File: src/rtl/xcvr_link_supervisor.sv
`default_nettype none
// ============================================================================
// Module   : xcvr_link_supervisor
// Purpose  : Link bring-up and recovery sequencer for a single-channel 10G
//            transceiver. Pulses the reset controller, waits for TX and RX
//            readiness with bounded timeouts, retries a failed bring-up a
//            limited number of times, and re-runs the sequence when an
//            established link is lost for long enough.
// Ports    : clock, reset (async, active-high), enable (link wanted),
//            tx_ready / rx_ready / rx_is_lockedtodata (raw status, synchronized
//            here), xcvr_reset (to reset controller), link_up, link_error,
//            state[2:0], retry_count[3:0], relink_count[15:0].
// Revision : 1.0 - initial release
// ============================================================================
module xcvr_link_supervisor #(
    parameter int RESET_PULSE_CYCLES = 16,
    parameter int TX_TIMEOUT_CYCLES  = 100000,
    parameter int RX_TIMEOUT_CYCLES  = 100000,
    parameter int LOSS_FILTER_CYCLES = 64,
    parameter int MAX_RETRIES        = 7
) (
    input  logic        clock,
    input  logic        reset,
    input  logic        enable,
    input  logic        tx_ready,
    input  logic        rx_ready,
    input  logic        rx_is_lockedtodata,
    output logic        xcvr_reset,
    output logic        link_up,
    output logic        link_error,
    output logic [2:0]  state,
    output logic [3:0]  retry_count,
    output logic [15:0] relink_count
);

    typedef enum logic [2:0] {
        ST_IDLE    = 3'd0,
        ST_RST     = 3'd1,
        ST_WAIT_TX = 3'd2,
        ST_WAIT_RX = 3'd3,
        ST_UP      = 3'd4,
        ST_FAIL    = 3'd5
    } state_t;

    // Timer must cover the longest phase it bounds.
    localparam int c_TMAX0 = (TX_TIMEOUT_CYCLES > RX_TIMEOUT_CYCLES) ? TX_TIMEOUT_CYCLES : RX_TIMEOUT_CYCLES;
    localparam int c_TMAX  = (c_TMAX0 > RESET_PULSE_CYCLES) ? c_TMAX0 : RESET_PULSE_CYCLES;
    localparam int c_TW    = $clog2(c_TMAX + 1);
    localparam int c_LW    = $clog2(LOSS_FILTER_CYCLES + 1);

    localparam logic [c_TW-1:0] c_RST_LAST = c_TW'(RESET_PULSE_CYCLES - 1);
    localparam logic [c_TW-1:0] c_TX_LAST  = c_TW'(TX_TIMEOUT_CYCLES - 1);
    localparam logic [c_TW-1:0] c_RX_LAST  = c_TW'(RX_TIMEOUT_CYCLES - 1);
    localparam logic [c_LW-1:0] c_LOSS_LAST = c_LW'(LOSS_FILTER_CYCLES - 1);
    localparam logic [3:0]      c_MAX_RETRY = 4'(MAX_RETRIES);

    // Two-flop synchronizers for the asynchronous status inputs
    logic r_tx_meta, r_rx_meta, r_lock_meta;
    logic r_tx_s, r_rx_s, r_lock_s;

    always_ff @(posedge clock or posedge reset) begin
        if (reset) begin
            r_tx_meta   <= 1'b0;
            r_rx_meta   <= 1'b0;
            r_lock_meta <= 1'b0;
            r_tx_s      <= 1'b0;
            r_rx_s      <= 1'b0;
            r_lock_s    <= 1'b0;
        end else begin
            r_tx_meta   <= tx_ready;
            r_rx_meta   <= rx_ready;
            r_lock_meta <= rx_is_lockedtodata;
            r_tx_s      <= r_tx_meta;
            r_rx_s      <= r_rx_meta;
            r_lock_s    <= r_lock_meta;
        end
    end

    logic w_rx_good;
    logic w_link_good;
    assign w_rx_good   = r_rx_s & r_lock_s;
    assign w_link_good = r_tx_s & w_rx_good;

    state_t          r_state;
    state_t          w_next;
    logic            w_timeout;
    logic            w_relink;
    logic [c_TW-1:0] r_timer;
    logic [c_LW-1:0] r_loss;
    logic [3:0]      r_retry;
    logic [15:0]     r_relink_count;
    logic            r_xcvr_reset;
    logic            r_link_up;
    logic            r_link_error;

    // Next-state decision. Ready is tested before the timeout so a ready
    // arriving on the last allowed cycle still wins.
    always_comb begin
        w_next    = r_state;
        w_timeout = 1'b0;
        w_relink  = 1'b0;
        if (!enable) begin
            w_next = ST_IDLE;
        end else begin
            case (r_state)
                ST_IDLE:    w_next = ST_RST;
                ST_RST:     if (r_timer == c_RST_LAST) w_next = ST_WAIT_TX;
                ST_WAIT_TX: begin
                    if (r_tx_s)                      w_next    = ST_WAIT_RX;
                    else if (r_timer == c_TX_LAST)   w_timeout = 1'b1;
                end
                ST_WAIT_RX: begin
                    if (w_rx_good)                   w_next    = ST_UP;
                    else if (r_timer == c_RX_LAST)   w_timeout = 1'b1;
                end
                ST_UP: begin
                    // Counter holds at most LOSS-1; the next bad cycle is the
                    // LOSS-th consecutive one and triggers the relink.
                    if (!w_link_good && (r_loss == c_LOSS_LAST)) begin
                        w_relink = 1'b1;
                        w_next   = ST_RST;
                    end
                end
                ST_FAIL:    w_next = ST_FAIL;
                default:    w_next = ST_IDLE;
            endcase
            if (w_timeout) begin
                w_next = (r_retry == c_MAX_RETRY) ? ST_FAIL : ST_RST;
            end
        end
    end

    // Outputs are decoded from the next state so they change in the same
    // cycle the new state is entered.
    always_ff @(posedge clock or posedge reset) begin
        if (reset) begin
            r_state        <= ST_IDLE;
            r_timer        <= '0;
            r_loss         <= '0;
            r_retry        <= 4'd0;
            r_relink_count <= 16'd0;
            r_xcvr_reset   <= 1'b1;
            r_link_up      <= 1'b0;
            r_link_error   <= 1'b0;
        end else begin
            r_state      <= w_next;
            r_timer      <= (w_next != r_state) ? '0 : r_timer + c_TW'(1);
            r_xcvr_reset <= (w_next == ST_IDLE) || (w_next == ST_RST) || (w_next == ST_FAIL);
            r_link_up    <= (w_next == ST_UP);
            r_link_error <= (w_next == ST_FAIL);

            if ((w_next == ST_IDLE) || (w_next == ST_UP)) begin
                r_retry <= 4'd0;
            end else if (w_timeout && (w_next == ST_RST)) begin
                r_retry <= r_retry + 4'd1;
            end

            if ((r_state == ST_UP) && (w_next == ST_UP)) begin
                r_loss <= w_link_good ? '0 : r_loss + c_LW'(1);
            end else begin
                r_loss <= '0;
            end

            if (w_relink && (r_relink_count != 16'hFFFF)) begin
                r_relink_count <= r_relink_count + 16'd1;
            end
        end
    end

    assign state        = r_state;
    assign xcvr_reset   = r_xcvr_reset;
    assign link_up      = r_link_up;
    assign link_error   = r_link_error;
    assign retry_count  = r_retry;
    assign relink_count = r_relink_count;

endmodule
`default_nettype wire
File: config.mk
export PLATFORM = sky130hd
export DESIGN_NAME = xcvr_link_supervisor
export DESIGN_NICKNAME = d
export VERILOG_FILES = /design/src/rtl/xcvr_link_supervisor.sv
export SDC_FILE = /design/constraint.sdc
export NUM_CORES = 1
export LEC_CHECK = 0
export CAP_MARGIN = 20
export CORE_ASPECT_RATIO = 1.75
export CORE_UTILIZATION = 50
export CTS_BUF_LIST = sky130_fd_sc_hd__clkbuf_8
export CTS_CLUSTER_SIZE = 12
export DETAILED_ROUTE_END_ITERATION = 6
export DONT_BUFFER_PORTS = 1
export PLACE_DENSITY = 0.63
export SLEW_MARGIN = 20
export SYNTH_ARGS = -nofsm -noshare
export SYNTH_HDL_FRONTEND = slang
export SYNTH_SLANG_ARGS = --single-unit
File: constraint.sdc
create_clock -name clock -period 2.68 [get_ports clock]
set_input_delay 0.268 -clock clock [delete_from_list [all_inputs] [get_ports clock]]
set_output_delay 0.268 -clock clock [all_outputs]
set_load 0.02 [all_outputs]
# --- Word-level counts from Yosys, hierarchy flattened ---
# Index checks and enable logic that the tools add are counted.
totals:
  latch_bits: 0
  rom_bits: 0
  in_bits: 6
  n_memories: 0
  regBits: 56
  output_inout_bits: 26
  ramBits: 0
classes:
  n_lt_le_gt_ge: 0
  n_div: 0
  n_mux: 22
  mul: 0
  eq_ne: 14
  n_reduce_logical: 11
  n_addsub: 4
  shifts: 0
  bitwise_logic: 2
op_table:
  columns: ["op", "count"]
  rows:
  - ["2-to-1 mux 3 bit", 7]
  - ["case mux 3 bit (6 select lines)", 1]
  - ["adder 17 x 1 -> 17 bit, second input constant", 1]
  - ["== test 17 bit, second input constant", 1]
  - ["== test 17 x 4 -> 1 bit, second input constant", 1]
  - ["2-to-1 mux 17 bit", 1]
  - ["adder 16 x 1 -> 16 bit, second input constant", 1]
  - ["!= test 16 bit, second input constant", 1]
  - ["2-to-1 mux 7 bit", 2]
  - ["== test 3 bit, second input constant", 4]
  - ["2-to-1 mux 1 bit", 8]
  - ["2-to-1 mux 4 bit", 2]
  - ["adder 7 x 1 -> 7 bit, second input constant", 1]
  - ["== test 7 x 6 -> 1 bit, second input constant", 1]
  - ["== test 3 x 1 -> 1 bit, second input constant", 2]
  - ["== test 3 x 2 -> 1 bit, second input constant", 2]
  - ["zero test 3 bit", 2]
  - ["adder 4 x 1 -> 4 bit, second input constant", 1]
  - ["== test 4 x 3 -> 1 bit, second input constant", 1]
  - ["logical AND 1 bit", 4]
  - ["logical OR 1 bit", 3]
  - ["!= test 3 bit", 1]
  - ["bitwise AND 1 bit", 2]
  - ["case mux 1 bit (2 select lines)", 1]
  - ["2 further kinds", 2]

# --- Depth between registers and ports, before layout ---
depth:
  depth_word: 12
  ltp_mapped: 9

# --- Worst setup path before layout ---
# No wires, ideal clock.
synth_timing:
  kind: "register to register"
  start: "reg r_state[1], in the netlist state[1]"
  end: "reg r_timer[10]"
  path_stages_with_launch: 10
  t_required_ps: 2559
  path_slack_ps: 472
  synth_period_minus_slack_ps: 2208
  arrival_time_ps: 2087
  path_cell_list: "dfrtp_1 -> buf_2 -> nor3b_1 -> nand4_1 -> o31a_1 -> o32ai_1 -> nand2b_1 -> buf_2 -> buf_6 -> nor3_2"
synth_between:
  elab_chain_cells: 7
  word_cells_on_any_way: 17
  cone_classes: "eq/ne (6); mux (10); reduce/logical (1)"
synth_lines:
  columns: ["element", "line_no", "source"]
  rows:
  - ["start: declaration", "84", "state_t r_state;"]
  - ["start signal: assignment", "146", "r_state <= w_next;"]
  - ["== test 3 x 2 -> 1 bit", "105", "case (r_state)"]
  - ["case mux 1 bit (2 select lines)", "105", null]
  - ["2-to-1 mux 1 bit", "102", "if (!enable) begin"]
  - ["2-to-1 mux 3 bit", "127", "if (w_timeout) begin"]
  - ["2-to-1 mux 3 bit", "102", null]
  - ["!= test 3 bit *", "147", "r_timer <= (w_next != r_state) ? '0 : r_timer + c_TW'(1);"]
  - ["2-to-1 mux 17 bit *", "147", null]
  - ["end signal: assignment", "147", null]
  - ["end: declaration", "88", "logic [c_TW-1:0] r_timer;"]
# Every way passes the cells marked *; elsewhere a longest branch is shown, timed or not. The select of a mux whose other input is x is not followed.
# A chain may end at the register's enable or synchronous reset.

# --- Final worst setup path ---
layout_timing:
  start: "reg r_state[2], in the netlist state[2]"
  end: "reg r_relink_count[10], in the netlist relink_count[10]"
layout_between:
  elab_chain_cells: 4
layout_lines:
  columns: ["element", "line_no", "source"]
  rows:
  - ["== test 3 bit", "105", null]
  - ["2-to-1 mux 1 bit", "105", null]
  - ["2-to-1 mux 1 bit", "102", null]
  - ["logical AND 1 bit", "164", "if (w_relink && (r_relink_count != 16'hFFFF)) begin"]
  - ["end signal: assignment", "165", "r_relink_count <= r_relink_count + 16'd1;"]
  - ["end: declaration", "91", "logic [15:0] r_relink_count;"]
# No other way between the ends.

==> reports/results.ini <==
[status]
status=finished, final reports clean

[yosys]
syn_area_mm2=0.00279
yosys.cell_types.count=48
syn-instance-count=263
synth_flop_cell=dfrtp_1
avgSynthCellArea_um2=10.6
synth_edf_count=0
async_flop_share=1.00
synthesis.nets=273
seq_area_frac_synth=0.503
yosys_warnings=0
synth_seq_cells=56

[sta]
min_period_ns=2.32
hold_viol=0
setup_viol=0
final.period_utilization=0.866
drv_slew=0
worstMarginPinSlew_ns=0.733
post-route-worst-setup-slack_ns=0.360
max_freq_mhz=431
relSlewSlack=0.508
setup-tns-final_ns=0
skew_ns=0.0100
rsz0062_at_grt=false

[worst_setup_path]
r2r_slack_ns=0.36
cp-end-kind=flip-flop
r2r_cells=7
worstReg2RegStart=state[2]$_DFF_PP0_
rr_endpoint=relink_count[10]$_DFFE_PP0P_
cp.required_ns=2.91
arrival_ns=2.55
crit_fanout=10
worstSetupStartpointType=flip-flop
worstSetupPathType=reg -> reg

[cells_and_area]
layout-drive-gt1-share=0.140
seqCellArea_mm2=0.00140
multi_input_area_mm2=0.00130
final_nets=287
n_antenna_cell=0
synthToLayoutAreaGrowth_pct=9.87
fillers=483
final_cells=352

[worst_hold_path]
hp-start=enable
hold_path_depth=3
whs_endpoint=retry_count[2]$_DFFE_PP0P_
hp-class=in -> reg

[die]
row_count=35
die_h_um=101
fp.dieW_um=58.4
initial_core_util=0.526
fp.coreArea_mm2=0.00530
io_pins=32
die_area_mm2=0.00589

[detailed_routing]
drc=0
num_vias=1928
drtIter0Drc=63
vias_per_cell=5.48
avgRoutedWirePerCell_um=15.4
wl_um=5440
ant_nets=0
dr.pass1.iters=4

[global_route]
grt_antenna_before_repair=0
gr-total-overflow=0
grt_pass1_wl_um=9060
grt_pass1_vias=2003
track_usage=0.205
grtUsageMet2=0.385
grt_use_met1=0.223
grt_max_degree=32
met3_usage=0.0372
busiest_layer=met2

[power_and_ir_drop]
p_leak_nw=1.30
ir_drop_mv=0.312
p_per_area_mw_per_mm2=525

[place]
dp_slack_ns=0.376
dp_hpwl_um=3990
portBuffers=0
gp_congestion=0.793
dp.cells=340

[cts]
clock_tree.htree_level_count=2
cts_buffers=5
clock-sinks=56
clkTransAtPathRegs_ns=0.10
cts_max_path_buffers=2
ctsResizeCount=0
post_cts_buffers=0
insertion_delay_ns=0.31
cts_root_buf=clkbuf_8
tritoncts=yes

[job]
cap_violations=0

worst max-delay path by stage:
| stage | from | endpoint | slack [ns] | cells after the start |
|---|---|---|---|---|
| 2_1_floorplan | state[1]$_DFF_PP0_ | r_timer[10]$_DFF_PP0_ | 0.47 | 9 |
| 3_3_place_gp | state[2]$_DFF_PP0_ | relink_count[1]$_DFFE_PP0P_ | 0.44 | 5 |
| 3_5_place_dp | state[2]$_DFF_PP0_ | relink_count[10]$_DFFE_PP0P_ | 0.38 | 7 |
| 4_1_cts | state[2]$_DFF_PP0_ | relink_count[10]$_DFFE_PP0P_ | 0.34 | 7 |
| 5_1_grt | state[2]$_DFF_PP0_ | relink_count[10]$_DFFE_PP0P_ | 0.22 | 7 |
| 6_report | state[2]$_DFF_PP0_ | relink_count[10]$_DFFE_PP0P_ | 0.36 | 7 |
per-layer routing:
metal  vias to the layer above  share of wire
met1                       952           0.39
met4                         0          0.014
met3                         5          0.022
li1                        945              -
met5                         -              0
met2                        26           0.57
critical path, cell delays in order (launching register included):
cell	delay, ns
dfrtp_1	0.48
inv_1	0.10
or4_1	0.66
a2111oi_2	0.33
buf_4	0.24
nand2_1	0.12
nor2_1	0.17
xnor2_1	0.14
state kept, by name, summed over array words and instances (netlist names):
register and flops:
r_lock_meta 1, r_rx_s 1, r_tx_s 1, r_rx_meta 1
link_up 1, r_timer 17, state 3, r_lock_s 1
retry_count 4, r_loss 7, relink_count 16, link_error 1
xcvr_reset 1, r_tx_meta 1
power breakdown:
part           internal (W)  leakage [nW]  total, W  switching, W
Combinational     0.0000614         0.499  0.000152     0.0000908
Clock              0.000274        0.0593  0.000551      0.000277
Sequential         0.000871         0.740  0.000905     0.0000343
Yosys cell counts (2+ instances only):
library cell   n  area, µm²
dfrtp_1       55       1380
nor2_1        22       82.6
nor3_1        21        105
xnor2_1       21        184
nand3_1       20        100
nand2_1       19       71.3
xor2_1        15        131
inv_1         11       41.3
nand4_1       11       68.8
nor3_2         9       90.1
and3_1         4       25.0
ha_1           4       50.1
nand2b_1       4       25.0
o21ai_0        4       20.0
buf_2          3       15.0
nor4_1         3       18.8
a21oi_1        2       10.0
buf_6          2       22.5
nor2b_1        2       12.5
nor3b_1        2       15.0
o31ai_1        2       15.0
logic make-up after synthesis:
| kind of cell | Yosys count | synth area share |
|---|---|---|
| mux | 2 | 0.00763 |
| xor+xnor | 37 | 0.123 |
| flops | 56 | 0.503 |
| simple gates | 129 | 0.267 |
| buf+inv | 17 | 0.0310 |
| compound gates | 18 | 0.0503 |
| fa+ha+maj | 4 | 0.0180 |
per-stage QoR:
stage	util	cell area, µm²	power [W]	hold slack (ns)
global route	0.578	3060	0.00167	0.185
finish	0.578	3060	0.00161	0.184
CTS	0.578	3060	0.00162	0.174
detailed placement	0.550	2920	0.00107	0.272
global placement	0.550	2920	0.00107	0.268
floorplan	-	2790	0.00104	0.299
cells in the final DEF (no fill, tap or decap), drive strengths merged, types with 2 or more instances in the layout:
cell type     n
dfrtp        55
nor3         31
nor2         22
xnor2        22
nand3        22
nand2        20
xor2         15
inv          12
nand4        11
buf           9
clkbuf        5
and3          5
o21ai         5
nand2b        4
ha            4
dlygate4sd3   4
nor4          4
nor3b         2
a21oi         2
o31ai         2
nor2b         2
or4           2
o311ai        2
layout make-up:
cell class / count / area share
flip-flops and latches: 56 / 0.458
clock buffers: 5 / 0.0225
inverters: 11 / 0.0135
repair buffers: 13 / 0.0392
multi-input cells: 190 / 0.424
clock inverters: 3 / 0.0127
well taps: 74 / 0.0302
timing repair:
item	4_1_cts	5_1_grt
setup endpoints to repair	0	0
hold buffers	4	0
hold endpoints to repair	32	0
(Power assumes the default switching activity.)
